--- src/rtl/gray_pkg.sv ---
// Shared constants and gray/binary helpers for the read-side pointer stage.
// Latency: n/a (functions and constants only).
// Backpressure: n/a.
package gray_pkg;

  // Pointer width including the wrap bit; the FIFO holds 2**(PTR_SIZE-1) entries.
  localparam int PTR_SIZE = 4;
  localparam int DEPTH    = 2**(PTR_SIZE-1);

  function automatic logic [PTR_SIZE-1:0] bin2gray_f(input logic [PTR_SIZE-1:0] b);
    return b ^ (b >> 1);
  endfunction

  // Each binary bit is the XOR of all gray bits at or above it.
  function automatic logic [PTR_SIZE-1:0] gray2bin_f(input logic [PTR_SIZE-1:0] g);
    logic [PTR_SIZE-1:0] r;
    r = '0;
    for (int i = 0; i < PTR_SIZE; i++) begin
      r[i] = ^(g >> i);
    end
    return r;
  endfunction

  function automatic logic [PTR_SIZE-1:0] popcount_f(input logic [PTR_SIZE-1:0] v);
    logic [PTR_SIZE-1:0] r;
    r = '0;
    for (int i = 0; i < PTR_SIZE; i++) begin
      r = r + {{(PTR_SIZE-1){1'b0}}, v[i]};
    end
    return r;
  endfunction

endpackage

--- src/rtl/sync_ff.sv ---
// Multi-flop synchroniser chain for a bus that only ever changes one bit at a time.
// Latency: STAGES clock edges from i_d to o_q.
// Backpressure: none; samples every cycle.
module sync_ff #(
  parameter int WIDTH  = 4,
  parameter int STAGES = 2
) (
  input  logic             i_clk,
  input  logic             i_rst,
  input  logic [WIDTH-1:0] i_d,
  output logic [WIDTH-1:0] o_q
);

  logic [WIDTH-1:0] r_stage [STAGES];

  // Shift the asynchronous input down the chain; reset clears every stage.
  always_ff @(posedge i_clk) begin
    if (i_rst) begin
      for (int i = 0; i < STAGES; i++) begin
        r_stage[i] <= '0;
      end
    end else begin
      r_stage[0] <= i_d;
      for (int i = 1; i < STAGES; i++) begin
        r_stage[i] <= r_stage[i-1];
      end
    end
  end

  assign o_q = r_stage[STAGES-1];

endmodule

--- src/rtl/gray_ptr_rx.sv ---
// Read side of a pointer FIFO: syncs the remote gray write pointer, runs the read pointer, flags.
// Latency: gray_in -> wr_ptr_bin SYNC_STAGES edges, -> empty/level SYNC_STAGES+1; rd_ack -> flags 1 edge.
// Backpressure: rd_en is refused (rd_ack=0) while empty; pointer and level then hold.
module gray_ptr_rx
  import gray_pkg::*;
#(
  // SIZE must equal gray_pkg::PTR_SIZE, since the helper functions are sized by it.
  parameter int SIZE        = PTR_SIZE,
  // Legal range 2..4.
  parameter int SYNC_STAGES = 2
) (
  input  logic            clk,
  input  logic            rst,
  input  logic [SIZE-1:0] gray_in,
  input  logic            rd_en,
  output logic            rd_ack,
  output logic [SIZE-2:0] rd_addr,
  output logic [SIZE-1:0] rd_ptr_gray,
  output logic [SIZE-1:0] wr_ptr_bin,
  output logic [SIZE-1:0] level,
  output logic            empty,
  output logic            gray_err,
  output logic            ptr_err
);

  localparam logic [SIZE-1:0] DEPTH_L = SIZE'(DEPTH);
  localparam logic [SIZE-1:0] ONE_L   = SIZE'(1);

  logic [SIZE-1:0] w_wq;
  logic [SIZE-1:0] w_wr_bin;
  logic [SIZE-1:0] w_rd_bin_next;
  logic [SIZE-1:0] w_rd_gray_next;
  logic [SIZE-1:0] w_level_next;
  logic            w_empty_next;
  logic            w_multi_bit;
  logic            w_rd_ack;

  logic [SIZE-1:0] r_rd_bin;
  logic [SIZE-1:0] r_rd_gray;
  logic [SIZE-1:0] r_wq_prev;
  logic [SIZE-1:0] r_level;
  logic            r_empty;
  logic            r_gray_err;
  logic            r_ptr_err;

  sync_ff #(
    .WIDTH  (SIZE),
    .STAGES (SYNC_STAGES)
  ) u_sync (
    .i_clk (clk),
    .i_rst (rst),
    .i_d   (gray_in),
    .o_q   (w_wq)
  );

  // Next read pointer and the flag values it implies against the synchronised write pointer.
  always_comb begin
    w_rd_ack       = rd_en & ~r_empty;
    w_wr_bin       = gray2bin_f(w_wq);
    w_rd_bin_next  = r_rd_bin + {{(SIZE-1){1'b0}}, w_rd_ack};
    w_rd_gray_next = bin2gray_f(w_rd_bin_next);
    w_empty_next   = (w_rd_gray_next == w_wq);
    w_level_next   = w_wr_bin - w_rd_bin_next;
    // A legal gray stream moves at most one bit per cycle; more means a corrupted crossing.
    w_multi_bit    = (popcount_f(w_wq ^ r_wq_prev) > ONE_L);
  end

  // Pointer, occupancy and sticky error registers.
  always_ff @(posedge clk) begin
    if (rst) begin
      r_rd_bin   <= '0;
      r_rd_gray  <= '0;
      r_wq_prev  <= '0;
      r_level    <= '0;
      r_empty    <= 1'b1;
      r_gray_err <= 1'b0;
      r_ptr_err  <= 1'b0;
    end else begin
      r_rd_bin   <= w_rd_bin_next;
      r_rd_gray  <= w_rd_gray_next;
      r_wq_prev  <= w_wq;
      r_level    <= w_level_next;
      r_empty    <= w_empty_next;
      r_gray_err <= r_gray_err | w_multi_bit;
      r_ptr_err  <= r_ptr_err | (w_level_next > DEPTH_L);
    end
  end

  assign rd_ack      = w_rd_ack;
  assign rd_addr     = r_rd_bin[SIZE-2:0];
  assign rd_ptr_gray = r_rd_gray;
  assign wr_ptr_bin  = w_wr_bin;
  assign level       = r_level;
  assign empty       = r_empty;
  assign gray_err    = r_gray_err;
  assign ptr_err     = r_ptr_err;

endmodule

--- config.mk ---
export PLATFORM = sky130hd
export DESIGN_NAME = gray_ptr_rx
export DESIGN_NICKNAME = d
export VERILOG_FILES = /design/src/rtl/gray_pkg.sv /design/src/rtl/sync_ff.sv /design/src/rtl/gray_ptr_rx.sv
export SDC_FILE = /design/constraint.sdc
export NUM_CORES = 1
export LEC_CHECK = 0
export ABC_AREA = 1
export ABC_CLOCK_PERIOD_IN_PS = 2430
export CORE_MARGIN = 2
export CORE_UTILIZATION = 35
export CTS_CLUSTER_SIZE = 30
export DETAILED_ROUTE_END_ITERATION = 8
export DONT_BUFFER_PORTS = 1
export SYNTH_ARGS = -nofsm -noshare
export SYNTH_HDL_FRONTEND = slang
export SYNTH_SLANG_ARGS = --single-unit
export TNS_END_PERCENT = 10
--- constraint.sdc ---
create_clock -name clk -period 2.43 [get_ports clk]
set_input_delay 0.486 -clock clk [delete_from_list [all_inputs] [get_ports clk]]
set_output_delay 0.486 -clock clk [all_outputs]
set_load 0.02 [all_outputs]
# Yosys cells after proc, flatten, opt, wreduce, memory -nomap -nowiden
# Memories as Yosys holds them, arrays and structs flattened.
# Cells that the tools add are included.
# word_totals
ff_bits	19
inputBits	7
n_memories	1
ram_bits	8
# mem_list
name	depth	width	read_ports	rd_ports_with_merged_regs	wr	line	text
u_sync.r_stage	2	4	2	0	2	sync_ff.sv:14	logic [WIDTH-1:0] r_stage [STAGES];
# classes
n_addsub	5
n_lt_le_gt_ge	2
mux	5
n_eq_ne	1
n_reduce_logical	4
bitwise	8
# ops
operator	n
parity 4 bit	4
two-way mux 4 bit	2
adder 3 x 1 -> 4 bit	1
adder 4 x 1 -> 4 bit	1
== test 4 bit	1
> comparator 4 x 1 -> 1 bit, second input constant	1
> comparator 4 bit, second input constant	1
bitwise OR 1 bit	4
subtractor 4 bit	1
XOR 4 x 3 -> 4 bit	1
XOR 4 bit	1
adder 2 x 1 -> 3 bit	1
two-way mux 1 bit	3
adder 1 x 1 -> 2 bit	1
AND 1 bit	1
inverter 1 bit	1

# Longest topological paths before layout
# logic_depth
word_depth	6
ltp_mapped	15
depth_no_buf	15

# Cells and area by module
# A second synthesis with hierarchy kept.
# unflattened
cells_unflattened	146
hier_area_um2	1221.2
# modules_own_cells
module	cells_per_inst	n_inst	area_each_um2
gray_ptr_rx	117	1	959.7
sync_ff	29	1	261.5

# Worst setup path after synthesis
# OpenSTA, ideal clock, no wires.
# synth_timing
kind	input -> register
start	in rd_en
end	reg r_ptr_err (netlist: ptr_err)
n_path_buf	0
path_stages	12
arrival_ps	2387
required_ps	2316
setup_slack_ps	-71
setup_ps	114
path_cell_list	inv_1 > nor2_1 > ha_1 > ha_1 > nand3b_1 > and2_2 > ha_1 > inv_1 > nand2_1 > nand3b_1 > nand4_1 > nand2_1
# synth_via
elab_chain_cells	5
# synth_rtl
element	line	text
start, declared	gray_ptr_rx.sv:15	input logic rd_en,
AND 1 bit	gray_ptr_rx.sv:58	w_rd_ack = rd_en & ~r_empty;
named net rd_ack	gray_ptr_rx.sv:16	output logic rd_ack,
adder 4 x 1 -> 4 bit	gray_ptr_rx.sv:60	w_rd_bin_next = r_rd_bin + {{(SIZE-1){1'b0}}, w_rd_ack};
subtractor 4 bit	gray_ptr_rx.sv:63	w_level_next = w_wr_bin - w_rd_bin_next;
named net w_level_next[1]	gray_ptr_rx.sv:33	logic [SIZE-1:0] w_level_next;
> comparator 4 bit	gray_ptr_rx.sv:85	r_ptr_err <= r_ptr_err | (w_level_next > DEPTH_L);
bitwise OR 1 bit	gray_ptr_rx.sv:85	
end signal, assigned	gray_ptr_rx.sv:85	
end, declared	gray_ptr_rx.sv:44	logic r_ptr_err;
# The timed path passes the listed nets, and every way through them passes these cells.
# A chain may end at the register's enable or synchronous reset.

# Final worst setup path
# layout_timing
start	reg r_empty (netlist: empty)
end	reg r_ptr_err (netlist: ptr_err)
# layout_via
elab_chain_cells	6
# layout_rtl
element	line	text
start, declared	gray_ptr_rx.sv:42	logic r_empty;
start signal, assigned	gray_ptr_rx.sv:83	r_empty <= w_empty_next;
inverter 1 bit	gray_ptr_rx.sv:58	
AND 1 bit	gray_ptr_rx.sv:58	
adder 4 x 1 -> 4 bit	gray_ptr_rx.sv:60	
subtractor 4 bit	gray_ptr_rx.sv:63	
named net w_level_next[1]	gray_ptr_rx.sv:33	
> comparator 4 bit	gray_ptr_rx.sv:85	
bitwise OR 1 bit	gray_ptr_rx.sv:85	
# The timed path passes the listed nets, and every way through them passes these cells.

==> flow_metrics.env <==
export IMPL_post_drt_wl_per_cell_um=10.3
export IMPL_grtUsageMet3_pct=5.25
export IMPL_slew_headroom_pct=78.8
export IMPL_fin_util_pct=40.3
export IMPL_pin_count=26
export IMPL_drive_gt1_share_pct=18.7
export IMPL_rsz0062_at_grt="no"
export IMPL_crit_top_cell="ha_1"
export IMPL_crit_cells=11
export IMPL_maxCapViolations=0
export IMPL_leakage_nw=0.653
export IMPL_clk_pin_slew_ns=0.13
export IMPL_critPathTopFamily="simple AND/OR/NAND/NOR gates"
export IMPL_yosysSeqAreaShare_pct=43.9
export IMPL_synthToLayoutAreaGrowth_pct=11.7
export IMPL_cp_slowest_cell="dfxtp_1"
export IMPL_cts_buffers=3
export IMPL_start_util_pct=36.1
export IMPL_grt_max_degree=26
export IMPL_hpwl_um=1540
export IMPL_reg2reg_from="empty"
export IMPL_worstPathMaxFanout=4
export IMPL_htreeDepth=1
export IMPL_grt_overflow=0
export IMPL_cts_setup_buffers=0
export IMPL_crit_arrival_ns=2.40
export IMPL_slew_violations=0
export IMPL_via_count=818
export IMPL_instances_no_fill=196
export IMPL_wl_um=2010
export IMPL_drc=0
export IMPL_critPathKind="reg -> reg"
export IMPL_clock_sinks=26
export IMPL_top_usage_layer="met2"
export IMPL_ir_drop_uv=379
export IMPL_layout_nets=165
export IMPL_min_from="rst"
export IMPL_min_period_ns=2.17
export IMPL_viasPerCell=4.17
export IMPL_yosysWarnings=0
export IMPL_grt_pass1_wl_um=3560
export IMPL_status="completed"
export IMPL_gp_congestion=0.864
export IMPL_finalHoldViolations=0
export IMPL_place_area_um2=1270
export IMPL_syn_avg_cell_area_um2=8.23
export IMPL_drtIter0Drc=16
export IMPL_crit_chain="nor2_2, ha_1, ha_1, nand3b_1, and2_2, ha_1, inv_1, nand2_1, nand3b_1, nand4_1, nand2_1"
export IMPL_rr_worst_depth=11
export IMPL_hp_class="in -> reg"
export IMPL_power_mw=0.992
export IMPL_hold_buffers=0
export IMPL_r2r_end="ptr_err"
export IMPL_dieHeight_um=62.2
export IMPL_clock_latency_ns=0.32
export IMPL_tightest_slew_ns=0.317
export IMPL_max_freq_mhz=461
export IMPL_die_area_um2=3870
export IMPL_netlist_instances=144
export IMPL_synth_seq_cells=26
export IMPL_antenna_found_initial=0
export IMPL_netlist_area_um2=1180
export IMPL_cp_start_kind="register"
export IMPL_clk_path_buf_depth=2
export IMPL_first_global_vias=828
export IMPL_dp_slack_ns=0.0856
export IMPL_cp_num_buf_inv=1
export IMPL_syn_nets=158
export IMPL_core_um2=3280
export IMPL_ctsResizeCount=0
export IMPL_grt_util_met2_pct=18.6
export IMPL_track_usage_pct=11.6
export IMPL_skew_ns=0.00285
export IMPL_dieWidth_um=62.2
export IMPL_worstHoldEndpoint="level[3]"
export IMPL_rows=21
export IMPL_power_density_nw_per_um2=749
export IMPL_cpPeakStageDelay_ns=0.34
export IMPL_crit_start="empty"
export IMPL_min_period_over_period_pct=89.2
export IMPL_grtUsageMet1_pct=14.3
export IMPL_setup_tns_final_ns=0
export IMPL_whs_ns=0.216
export IMPL_final_area_um2=1320
export IMPL_n_antenna_cell=0
export IMPL_fin_ws_ns=0.262
export IMPL_drtAntennaViolNets=0
export IMPL_portBuffers=0
export IMPL_dp_cells=192
export IMPL_r2r_slack_ns=0.26
export IMPL_cts_root_buf="clkbuf_4"
export IMPL_dr_pass1_iters=2
export IMPL_cp_end_kind="register"
export IMPL_synth_cell_types=21
export IMPL_whs_path_depth=1
export IMPL_setup_viol=0
export IMPL_cts_tree="yes"
export IMPL_cp_required_ns=2.66
==> layout make-up <==
cell class,count,area [µm²]
fillers,344,1960
multi-input cells,87,543
flip-flops and latches,26,520
inverters,26,97.6
well taps,46,57.6
repair buffers,7,52.6
clock inverters,1,30.0
clock buffers,3,22.5
==> layer usage <==
metal,vias to the layer above,share of wire [%]
li1,437,-
met1,356,48
met2,23,44
met3,2,7.4
met4,0,0.90
met5,-,0
==> cell usage in the layout (no fill, tap or decap) <==
cell and n:
nand3b_1 2, a21oi_1 2, nand3_1 5, fa_1 1, xnor2_2 1, inv_2 3
nor2_1 24, nor2_2 3, inv_1 23, dfxtp_1 26, and2_2 1, xor2_1 9
nand3_2 4, nand2_1 19, bufinv_16 1, clkbuf_4 3, nand4_1 2, nand2_2 4
ha_1 6, nor2_4 1, xnor2_1 3, buf_4 7
==> state kept, by name, indices dropped and copies added, names as in the netlist <==
register / cells
r_rd_bin: 4
empty: 1
level: 4
rd_ptr_gray: 3
u_sync.r_stage: 8
r_wq_prev: 4
ptr_err: 1
gray_err: 1
==> worst register-to-register path, stage by stage, from the launching register on <==
cell      delay, ns
dfxtp_1        0.34
nor2_2         0.12
ha_1           0.23
ha_1           0.29
nand3b_1       0.20
and2_2         0.21
ha_1           0.29
inv_1          0.07
nand2_1        0.04
nand3b_1       0.15
nand4_1        0.09
nand2_1        0.04
==> where the power goes <==
group | internal (mW) | switching, mW | total [mW]
combinational | 0.0808 | 0.110 | 0.191
clock | 0.167 | 0.125 | 0.292
sequential | 0.463 | 0.0460 | 0.509
==> cells in the mapped netlist <==
library cell | instances | area [µm²]
a21oi_1 | 2 | 10.0
and2_2 | 1 | 7.51
buf_4 | 2 | 15.0
clkbuf_1 | 3 | 11.3
dfxtp_1 | 26 | 521
fa_1 | 1 | 20.0
ha_1 | 6 | 75.1
inv_1 | 23 | 86.3
inv_2 | 3 | 11.3
nand2_1 | 19 | 71.3
nand2_2 | 4 | 25.0
nand3_1 | 5 | 25.0
nand3_2 | 4 | 40.0
nand3b_1 | 2 | 15.0
nand4_1 | 2 | 12.5
nor2_1 | 25 | 93.8
nor2_2 | 2 | 12.5
nor2_4 | 1 | 11.3
xnor2_1 | 3 | 26.3
xnor2_2 | 1 | 16.3
xor2_1 | 9 | 78.8
==> how the worst max path moves through the flow <==
stage	end	slack, ns
after global routing	ptr_err	0.11
after floorplan	ptr_err	0.05
final	ptr_err	0.26
after global placement	ptr_err	0.15
after detailed placement	ptr_err	0.09
after CTS	ptr_err	0.25
==> cell families (layout without fill, tap and decap cells) <==
kind of cell	Yosys count	after routing	share of synthesized area, %
simple gates	65	65	26.5
buf+inv	31	37	10.5
flops	26	26	43.9
xor+xnor	13	13	10.2
fa+ha+maj	7	7	8.03
compound gates	2	2	0.845
Note: power is estimated with default switching activity, not from simulation.
